==> src/rtl/acq_pkg.sv <==
`default_nettype none
// +----------------------------------------------------------------------------+
// | acq_pkg: command fields, opcodes, FSM state codes for acquisition_sequencer |
// | Revision: 1.0                                                              |
// +----------------------------------------------------------------------------+
package acq_pkg;

  localparam int CMD_OP_W  = 2;
  localparam int CMD_VAL_W = 14;

  localparam logic [CMD_OP_W-1:0] CMD_NOOP       = 2'b00;
  localparam logic [CMD_OP_W-1:0] CMD_START      = 2'b01;
  localparam logic [CMD_OP_W-1:0] CMD_STOP       = 2'b10;
  localparam logic [CMD_OP_W-1:0] CMD_SET_FRAMES = 2'b11;

  localparam logic [1:0] ST_IDLE    = 2'd0;
  localparam logic [1:0] ST_INTEG   = 2'd1;
  localparam logic [1:0] ST_READOUT = 2'd2;
  localparam logic [1:0] ST_GAP     = 2'd3;

  localparam int INTEG_SHIFT = 2;

  function automatic logic [31:0] integ_len(input logic [CMD_VAL_W-1:0] val);
    return 32'(val) << INTEG_SHIFT;
  endfunction

endpackage
`default_nettype wire

==> src/rtl/acq_cycle_timer.sv <==
`default_nettype none
// +----------------------------------------------------------------------------+
// | acq_cycle_timer: loadable 32-bit down-counter, expire_o flags the last cycle|
// | Revision: 1.0                                                              |
// +----------------------------------------------------------------------------+
module acq_cycle_timer (
  input  logic        clk_i,
  input  logic        rst_i,
  input  logic        load_i,
  input  logic [31:0] load_value_i,
  input  logic        enable_i,
  output logic        expire_o
);

  logic [31:0] count_q, count_d;

  always_comb begin
    count_d = count_q;
    if (load_i) begin
      count_d = load_value_i;
    end else if (enable_i && (count_q != 32'd0)) begin
      count_d = count_q - 32'd1;
    end
  end

  always_ff @(posedge clk_i or posedge rst_i) begin
    if (rst_i) begin
      count_q <= 32'd0;
    end else begin
      count_q <= count_d;
    end
  end

  // A load of N therefore yields exactly N enabled cycles before expiry acts.
  assign expire_o = (count_q == 32'd1);

endmodule
`default_nettype wire

==> src/rtl/acquisition_sequencer.sv <==
`default_nettype none
// +----------------------------------------------------------------------------+
// | acquisition_sequencer: command decode and frame timing (integrate/readout/ |
// | gap). Optional FRAME_LIMIT_EN adds SET_FRAMES and frame_limit_hit.         |
// | Revision: 1.0                                                              |
// +----------------------------------------------------------------------------+
module acquisition_sequencer
  import acq_pkg::*;
#(
  parameter int          GAP_CYCLES      = 16,
  parameter int          READOUT_TIMEOUT = 200000,
  parameter logic [31:0] INTEG_RESET_VAL = 32'd5000
) (
  input  logic        clk_in,
  input  logic        reset,
  input  logic [15:0] cmd_word,
  input  logic        cmd_valid,
  output logic        cmd_ready,
  input  logic        readout_done,
  output logic        running,
  output logic [31:0] integration_clock_count,
  output logic        start_frame,
  output logic [15:0] frame_count,
  output logic        cmd_error,
`ifdef FRAME_LIMIT_EN
  output logic        frame_limit_hit,
`endif
  output logic        timeout_error
);

  localparam logic [31:0] GAP_LOAD     = 32'(GAP_CYCLES);
  localparam logic [31:0] TIMEOUT_LOAD = 32'(READOUT_TIMEOUT);

  logic [1:0]  state_q, state_d;
  logic        running_q, running_d;
  logic        start_frame_q, start_frame_d;
  logic        cmd_error_q, cmd_error_d;
  logic        timeout_error_q, timeout_error_d;
  logic        stop_pending_q, stop_pending_d;
  logic        cmd_ready_q;
  logic [31:0] integ_count_q, integ_count_d;
  logic [15:0] frame_count_q, frame_count_d;

  logic                    w_accept, w_is_start, w_is_stop, w_is_rsvd;
  logic [CMD_OP_W-1:0]     w_op;
  logic [CMD_VAL_W-1:0]    w_val;
  logic [15:0]             w_frame_count_inc;
  logic                    w_limit_reached;
  logic                    w_tmr_load, w_tmr_en, w_tmr_expire;
  logic [31:0]             w_tmr_value;

`ifdef FRAME_LIMIT_EN
  logic [CMD_VAL_W-1:0] frame_limit_q, frame_limit_d;
  logic                 limit_hit_q, limit_hit_d;
`endif

  assign w_accept = cmd_valid && cmd_ready_q;
  assign w_op     = cmd_word[15:14];
  assign w_val    = cmd_word[13:0];

  always_comb begin
    w_is_start = 1'b0;
    w_is_stop  = 1'b0;
    w_is_rsvd  = 1'b0;
    if (w_accept) begin
      case (w_op)
        CMD_START:      w_is_start = 1'b1;
        CMD_STOP:       w_is_stop  = 1'b1;
        CMD_SET_FRAMES: w_is_rsvd  = 1'b1;
        CMD_NOOP:       ;
        default:        ;
      endcase
    end
  end

  assign w_frame_count_inc = (frame_count_q == 16'hFFFF) ? frame_count_q : frame_count_q + 16'd1;

`ifdef FRAME_LIMIT_EN
  assign w_limit_reached = (frame_limit_q != '0) && (w_frame_count_inc == {2'b00, frame_limit_q});
`else
  assign w_limit_reached = 1'b0;
`endif

  always_comb begin
    state_d         = state_q;
    running_d       = running_q;
    start_frame_d   = 1'b0;
    cmd_error_d     = 1'b0;
    timeout_error_d = timeout_error_q;
    stop_pending_d  = stop_pending_q;
    integ_count_d   = integ_count_q;
    frame_count_d   = frame_count_q;
    w_tmr_load      = 1'b0;
    w_tmr_value     = 32'd0;
    w_tmr_en        = 1'b0;
`ifdef FRAME_LIMIT_EN
    frame_limit_d   = frame_limit_q;
    limit_hit_d     = 1'b0;
    if (w_is_rsvd) begin
      if (state_q == ST_IDLE) frame_limit_d = w_val;
      else                    cmd_error_d   = 1'b1;
    end
`else
    if (w_is_rsvd) cmd_error_d = 1'b1;
`endif

    if (w_is_start && (state_q != ST_IDLE)) cmd_error_d = 1'b1;

    case (state_q)
      ST_IDLE: begin
        if (w_is_start) begin
          if (w_val != '0) begin
            integ_count_d   = integ_len(w_val);
            frame_count_d   = 16'd0;
            timeout_error_d = 1'b0;
            stop_pending_d  = 1'b0;
            running_d       = 1'b1;
            state_d         = ST_INTEG;
            w_tmr_load      = 1'b1;
            w_tmr_value     = integ_len(w_val);
          end else begin
            cmd_error_d = 1'b1;
          end
        end
      end
      ST_INTEG: begin
        w_tmr_en = 1'b1;
        if (w_is_stop) begin
          running_d = 1'b0;
          state_d   = ST_IDLE;
        end else if (w_tmr_expire) begin
          start_frame_d = 1'b1;
          state_d       = ST_READOUT;
          w_tmr_load    = 1'b1;
          w_tmr_value   = TIMEOUT_LOAD;
        end
      end
      ST_READOUT: begin
        w_tmr_en = 1'b1;
        if (w_is_stop) stop_pending_d = 1'b1;
        // Completion takes priority over a coincident timeout.
        if (readout_done) begin
          frame_count_d = w_frame_count_inc;
          if (stop_pending_q || w_is_stop || w_limit_reached) begin
            running_d      = 1'b0;
            stop_pending_d = 1'b0;
            state_d        = ST_IDLE;
`ifdef FRAME_LIMIT_EN
            limit_hit_d    = w_limit_reached;
`endif
          end else if (GAP_CYCLES == 0) begin
            state_d     = ST_INTEG;
            w_tmr_load  = 1'b1;
            w_tmr_value = integ_count_q;
          end else begin
            state_d     = ST_GAP;
            w_tmr_load  = 1'b1;
            w_tmr_value = GAP_LOAD;
          end
        end else if (w_tmr_expire) begin
          timeout_error_d = 1'b1;
          running_d       = 1'b0;
          stop_pending_d  = 1'b0;
          state_d         = ST_IDLE;
        end
      end
      ST_GAP: begin
        w_tmr_en = 1'b1;
        if (w_is_stop) begin
          running_d = 1'b0;
          state_d   = ST_IDLE;
        end else if (w_tmr_expire) begin
          state_d     = ST_INTEG;
          w_tmr_load  = 1'b1;
          w_tmr_value = integ_count_q;
        end
      end
      default: begin
        running_d = 1'b0;
        state_d   = ST_IDLE;
      end
    endcase
  end

  always_ff @(posedge clk_in or posedge reset) begin
    if (reset) begin
      state_q         <= ST_IDLE;
      running_q       <= 1'b0;
      start_frame_q   <= 1'b0;
      cmd_error_q     <= 1'b0;
      timeout_error_q <= 1'b0;
      stop_pending_q  <= 1'b0;
      cmd_ready_q     <= 1'b0;
      integ_count_q   <= INTEG_RESET_VAL;
      frame_count_q   <= 16'd0;
    end else begin
      state_q         <= state_d;
      running_q       <= running_d;
      start_frame_q   <= start_frame_d;
      cmd_error_q     <= cmd_error_d;
      timeout_error_q <= timeout_error_d;
      stop_pending_q  <= stop_pending_d;
      cmd_ready_q     <= 1'b1;
      integ_count_q   <= integ_count_d;
      frame_count_q   <= frame_count_d;
    end
  end

`ifdef FRAME_LIMIT_EN
  always_ff @(posedge clk_in or posedge reset) begin
    if (reset) begin
      frame_limit_q <= '0;
      limit_hit_q   <= 1'b0;
    end else begin
      frame_limit_q <= frame_limit_d;
      limit_hit_q   <= limit_hit_d;
    end
  end

  assign frame_limit_hit = limit_hit_q;
`endif

  acq_cycle_timer u_timer (
    .clk_i        (clk_in),
    .rst_i        (reset),
    .load_i       (w_tmr_load),
    .load_value_i (w_tmr_value),
    .enable_i     (w_tmr_en),
    .expire_o     (w_tmr_expire)
  );

  assign cmd_ready               = cmd_ready_q;
  assign running                 = running_q;
  assign integration_clock_count = integ_count_q;
  assign start_frame             = start_frame_q;
  assign frame_count             = frame_count_q;
  assign cmd_error               = cmd_error_q;
  assign timeout_error           = timeout_error_q;

endmodule
`default_nettype wire

==> config.mk <==
export PLATFORM = sky130hd
export DESIGN_NAME = acquisition_sequencer
export DESIGN_NICKNAME = d
export VERILOG_FILES = /design/src/rtl/acq_pkg.sv /design/src/rtl/acq_cycle_timer.sv /design/src/rtl/acquisition_sequencer.sv
export SDC_FILE = /design/constraint.sdc
export NUM_CORES = 1
export LEC_CHECK = 0
export CORE_MARGIN = 2
export CORE_UTILIZATION = 51
export DETAILED_ROUTE_END_ITERATION = 8
export HOLD_SLACK_MARGIN = 0.03
export PLACE_DENSITY = 0.78
export SLEW_MARGIN = 20
export SYNTH_ARGS = -nofsm -noshare
export SYNTH_HDL_FRONTEND = slang
export SYNTH_SLANG_ARGS = --single-unit
==> constraint.sdc <==
create_clock -name clk_in -period 2.9 [get_ports clk_in]
set_input_delay 0.29 -clock clk_in [delete_from_list [all_inputs] [get_ports clk_in]]
set_output_delay 0.29 -clock clk_in [all_outputs]
set_load 0.05 [all_outputs]
# == Word-level counts from Yosys, hierarchy flattened ==
# Cells that the tools add are included.
# totals
output_inout_bits,53
regBits,70
word_cells,112
in_bits,20
# classes
n_eq_ne,19
reduce_logical,18
add_sub_neg,2
n_mux,63
# op_table
cell,n
$mux W16,8
$pmux W32 S4,1
$mux W32,2
$mux W18,2
$mux W1,33
$eq A32 B1 Y1 const B,1
$pmux W16 S2,1
$reduce_bool A32 Y1,1
$sub A32 B1 Y32 const B,1
$reduce_and A5 Y1,4
$mux W2,9
$add A16 B1 Y16 const B,1
$eq A16 B16 Y1 const B,1
$reduce_bool A14 Y1,1
$mux W5,2
$ne A2 B2 Y1 const B,5
$ne A3 B2 Y1 const B,3
$eq A2 B2 Y1 const B,4
$pmux W2 S4,1
$pmux W1 S3,2
$reduce_and A3 Y1,2
$reduce_bool A2 Y1,3
$eq A2 B1 Y1 const B,2
$ne A2 B1 Y1 const B,2
other kinds (7),10

# == Logic depth before layout (Yosys ltp) ==
# logic_depth
depth_word,8
mapped_depth,9
ltp_nobuf,8

# == Cells and area by module ==
# Synthesis repeated with hierarchy kept, for this count alone.
# hier_totals
cells_unflattened,497
hier_area_um2,4489.3
# by_module_without_submodules
module,n_inst,area_per_inst_um2,cells_each
acquisition_sequencer,1,2336.0,240
acq_cycle_timer,1,2153.3,257

# == Worst setup path after synthesis ==
# Ideal clock, no wire load.
# synth_path
kind,reg-to-reg
start,register frame_count_q[0] (netlist: frame_count[0])
end,register frame_count_q[3] (netlist: frame_count[3])
setup_ps,78
t_required_ps,2822
period_less_slack_ps,2686
stages_incl_launch_ff,10
arrival_ps,2608
slack_ps,214
path_cell_list,dfrtp_1 -> ha_1 -> nand3_1 -> or2_2 -> nor4_1 -> or4_1 -> clkbuf_1 -> buf_2 -> o21ai_0 -> a21oi_1
# synth_between
elab_chain_cells,4
word_cells_on_any_way,7
cone_classes,add/sub (1); eq/ne (2); mux (3); reduce/logical (1)
# synth_lines
item,line,text
from (decl),acquisition_sequencer.sv:42,"logic [15:0] frame_count_q, frame_count_d;"
from (signal assigned),acquisition_sequencer.sv:205,frame_count_q <= frame_count_d;
$add A16 B1 Y16,acquisition_sequencer.sv:76,assign w_frame_count_inc = (frame_count_q == 16'hFFFF) ? frame_count_q : frame_count_q + 16'd1;
$mux W16,acquisition_sequencer.sv:76,
$mux W16,acquisition_sequencer.sv:142,if (readout_done) begin
$pmux W16 S2,acquisition_sequencer.sv:109,case (state_q)
# Several ways; a longest one is shown, not always the timed one. The select of a mux whose other input is x is not followed.
# A chain may end at the register's enable or synchronous reset.

# == Final worst setup path ==
# layout_path
start,register u_timer.count_q[4]
end,register u_timer.count_q[23]
# layout_between
elab_chain_cells,5
word_cells_on_any_way,10
cone_classes,add/sub (1); eq/ne (1); mux (5); reduce/logical (3)
# layout_lines
item,line,text
from (decl),acq_cycle_timer.sv:15,"logic [31:0] count_q, count_d;"
from (signal assigned),acq_cycle_timer.sv:30,count_q <= count_d;
"parallel branches: the longest is 5 deep, another holds $sub A32 B1 Y32",n/a,
# Several ways; the timed one is not identified. The select of a mux whose other input is x is not followed.

==> metrics <==
Hold Buf Count CTS 0; count of input and output buffers 54; critical path's slowest cell or4_4; Root Buffer clkbuf_8; # DRC 0; top-count cell post-synth nand2_1; Unique masters post-synth 55; total grt overflow 0; total setup buffers inserted after CTS 0; vias 3697; Clock Latency Late Sink 360 ps; post-route setup TNS 0 ps; TritonCTS sink count 70; net switching power 3.097 mW; Critical R2R Launch u_timer.count_q[4]; full die area 8812 sq um; Post-Place Cells 607; share of post-route cells with drive strength above 1 10.75%; htree depth 3; Fmax 0.3718 GHz; Slowest Stage Delay on Critical Path 550 ps; Design Power 6.110 mW; delay-heaviest family, CP simple AND/OR/NAND/NOR gates; Yosys warnings 0; Worst-Margin Slew 636.6 ps; Die Ht 93.87 um; pre-CTS setup slack 204.5 ps; initial drt markers 293; Nets 539; Mapped Cells 458; Max Cap Viol 0; PostCTS Resize Cnt 0; arrival time at the worst endpoint 2920 ps; worst setup path class reg2reg; Reg power frac 27.1%; pwr dens 1224 nW/um^2; Tmin final 2690 ps; CP startpoint u_timer.count_q[4]; Mean Syn Cell Area 8.993 sq um; synth cell count leaders 66 x nand2_1, 65 x dfrtp_1, 29 x nor2_1; first drt pass iteration count 4; pin count of the biggest net entering global routing 44; Inserted Clock Buffers 9; Bufs on Longest Clock Path 2; TritonCTS clock tree done; fraction of registers with async set/reset 100.0%; Required @ worst endpoint 3130 ps; Seq cells post-synth 70; CP Capture Type register; Core Region 7767 sq um; post-DR vias/cell 5.934; top post-synthesis cells by area dfrtp_1 39%, nand2_1 6.0%, buf_4 3.3%; Critical R2R Capture u_timer.count_q[23]; post-route ant nets 0; critical path peak fanout 11; part of the cycle the worst path needs 92.75%; post-synth top area cell dfrtp_1; pins over their slew limit 0; Synth top area share 39.49%; Worst Hold Class in2async; Initial Utilization 53.03%; Total Wirelength 10340 um; ANT cells 0; Max-slew headroom 57.24%; worst path cell trace or4_4 > or3_1 > or3_4 > o211ai_2 > or4_1 > a21oi_1; Setup WS post-layout 210.3 ps; initial antenna violation count 0; CP Buf/Inv Count 0; # IOs 73; vias in the first global route 3593; area grow syn2layout 21.17%; R2R Setup Slk 210 ps; RSZ-0062 raised after global routing no; clock slew at reported path FFs 80 ps; critical path startpoint category register; first-pass GRT wire length 17300 um; status finished, final reports clean; sequential share of the synthesized area 42.68%; Routed WL per cell 16.60 um; Post-synth EDFFs 0; Clock Skew 8.229 ps; post-detail-place hpwl 7447 um; Int Power 3.012 mW; Final Hold Vio Count 0; Combinational Power Share 58.3%; die outline width 93.87 um; Max VDD drop 0.0008878 V; reg2reg path depth 6; switching part of the total 50.69%; Final setup viols 0; Post-Syn Area 4119 sq um; Core Rows 32; GPL Wtd Cong 0.9088; Post-Layout Cell Count 623; Final Util 64.26%; GRT Util Overall 24.71%; clock network power share 14.6%; Synth Flop Type dfrtp_1; Static Leak 2.058 nW
## area by class of cell
class | count | area, sq um
clock buffer | 10 | 137.6
clock inverter | 6 | 85.08
fill | 656 | 2776
inverter | 5 | 18.77
multi-input combinational | 359 | 2171
sequential | 70 | 1758
tap | 102 | 127.6
timing repair buffer | 71 | 693.2
## per-layer routing
| layer | vias to the layer above | track usage (%) | wire length [um] |
|---|---|---|---|
| met5 | - | 0 | 0 |
| met4 | 0 | 8.575 | 200 |
| met3 | 20 | 5.457 | 638 |
| met2 | 126 | 38.93 | 4870 |
| met1 | 1784 | 33.71 | 4633 |
| li1 | 1767 | - | - |
## worst max path at each step
stage / to / slack, ps / cells after the start
after floorplan: frame_count[3] / 210 / 9
after global placement: frame_count[11] / 290 / 8
after detailed placement: frame_count[12] / 200 / 8
after CTS: u_timer.count_q[23] / 240 / 6
after global routing: frame_count[8] / 80 / 8
final: u_timer.count_q[23] / 210 / 6
## cells in the final DEF (no fill, tap or decap), types with 3 or more instances in the layout
cell,count
nor2b_1,4
a211oi_1,3
nor2_1,29
ha_1,3
a21oi_1,26
clkdlybuf4s50_1,54
or2_2,3
buf_4,15
mux2i_1,6
xor2_1,8
nor3_1,15
nand2b_1,9
o31ai_1,12
nor4_1,18
nand2_1,66
xnor2_1,15
or4_1,18
dfrtp_1,65
a2111oi_0,3
a22oi_1,12
conb_1,19
o211ai_1,4
and2_1,3
nand4_1,9
nand3_1,10
inv_1,4
nand4b_1,3
dfstp_2,5
or3_1,13
clkbuf_8,10
o21ai_0,17
## cells by family (layout without fill, tap and decap cells)
group | Yosys count | in the layout | share of synthesized area [%]
AND/OR/NAND/NOR | 212 | 212 | 27.98
AO/OA/AOI/OAI | 95 | 95 | 15.31
flip-flops | 70 | 70 | 42.68
buffers and inverters | 46 | 92 | 6.318
XOR/XNOR | 23 | 23 | 4.891
multiplexers | 7 | 7 | 1.732
adder cells (fa/ha/maj) | 3 | 3 | 0.9114
other | 2 | 19 | 0.1823
## sequential cells by signal (all words and copies together), names as in the netlist
name and flops:
start_frame 1, cmd_error 1, cmd_ready 1, stop_pending_q 1, timeout_error 1, frame_count 16
state_q 2, u_timer.count_q 32, running 1, integration_clock_count 14
## power groups by stage
| stage | registers, mW | clock network [mW] | logic, mW |
|---|---|---|---|
| 3_5_place_dp | 1.66 | 0 | 3.51 |
| 4_1_cts | 1.65 | 0.902 | 3.53 |
| 3_3_place_gp | 1.65 | 0 | 3.46 |
| 6_report | 1.66 | 0.892 | 3.56 |
| 5_1_grt | 1.71 | 0.943 | 3.86 |
| 2_1_floorplan | 1.97 | 0 | 2.27 |
## worst register-to-register path, delay by kind of cell (launching register included)
| family | cells | cell delay, ps |
|---|---|---|
| DFF | 1 | 440 |
| and+or+nand+nor | 4 | 1710 |
| AOI/OAI and AO/OA | 2 | 410 |
## metrics by stage
stage	hold WS, ps	area [sq um]
final	321.4	4991
after global placement	457.3	4768
after CTS	336.8	4991
after floorplan	373.2	4183
after global routing	377.5	4991
after detailed placement	458.5	4768
Power figures use the tool's default switching activity.
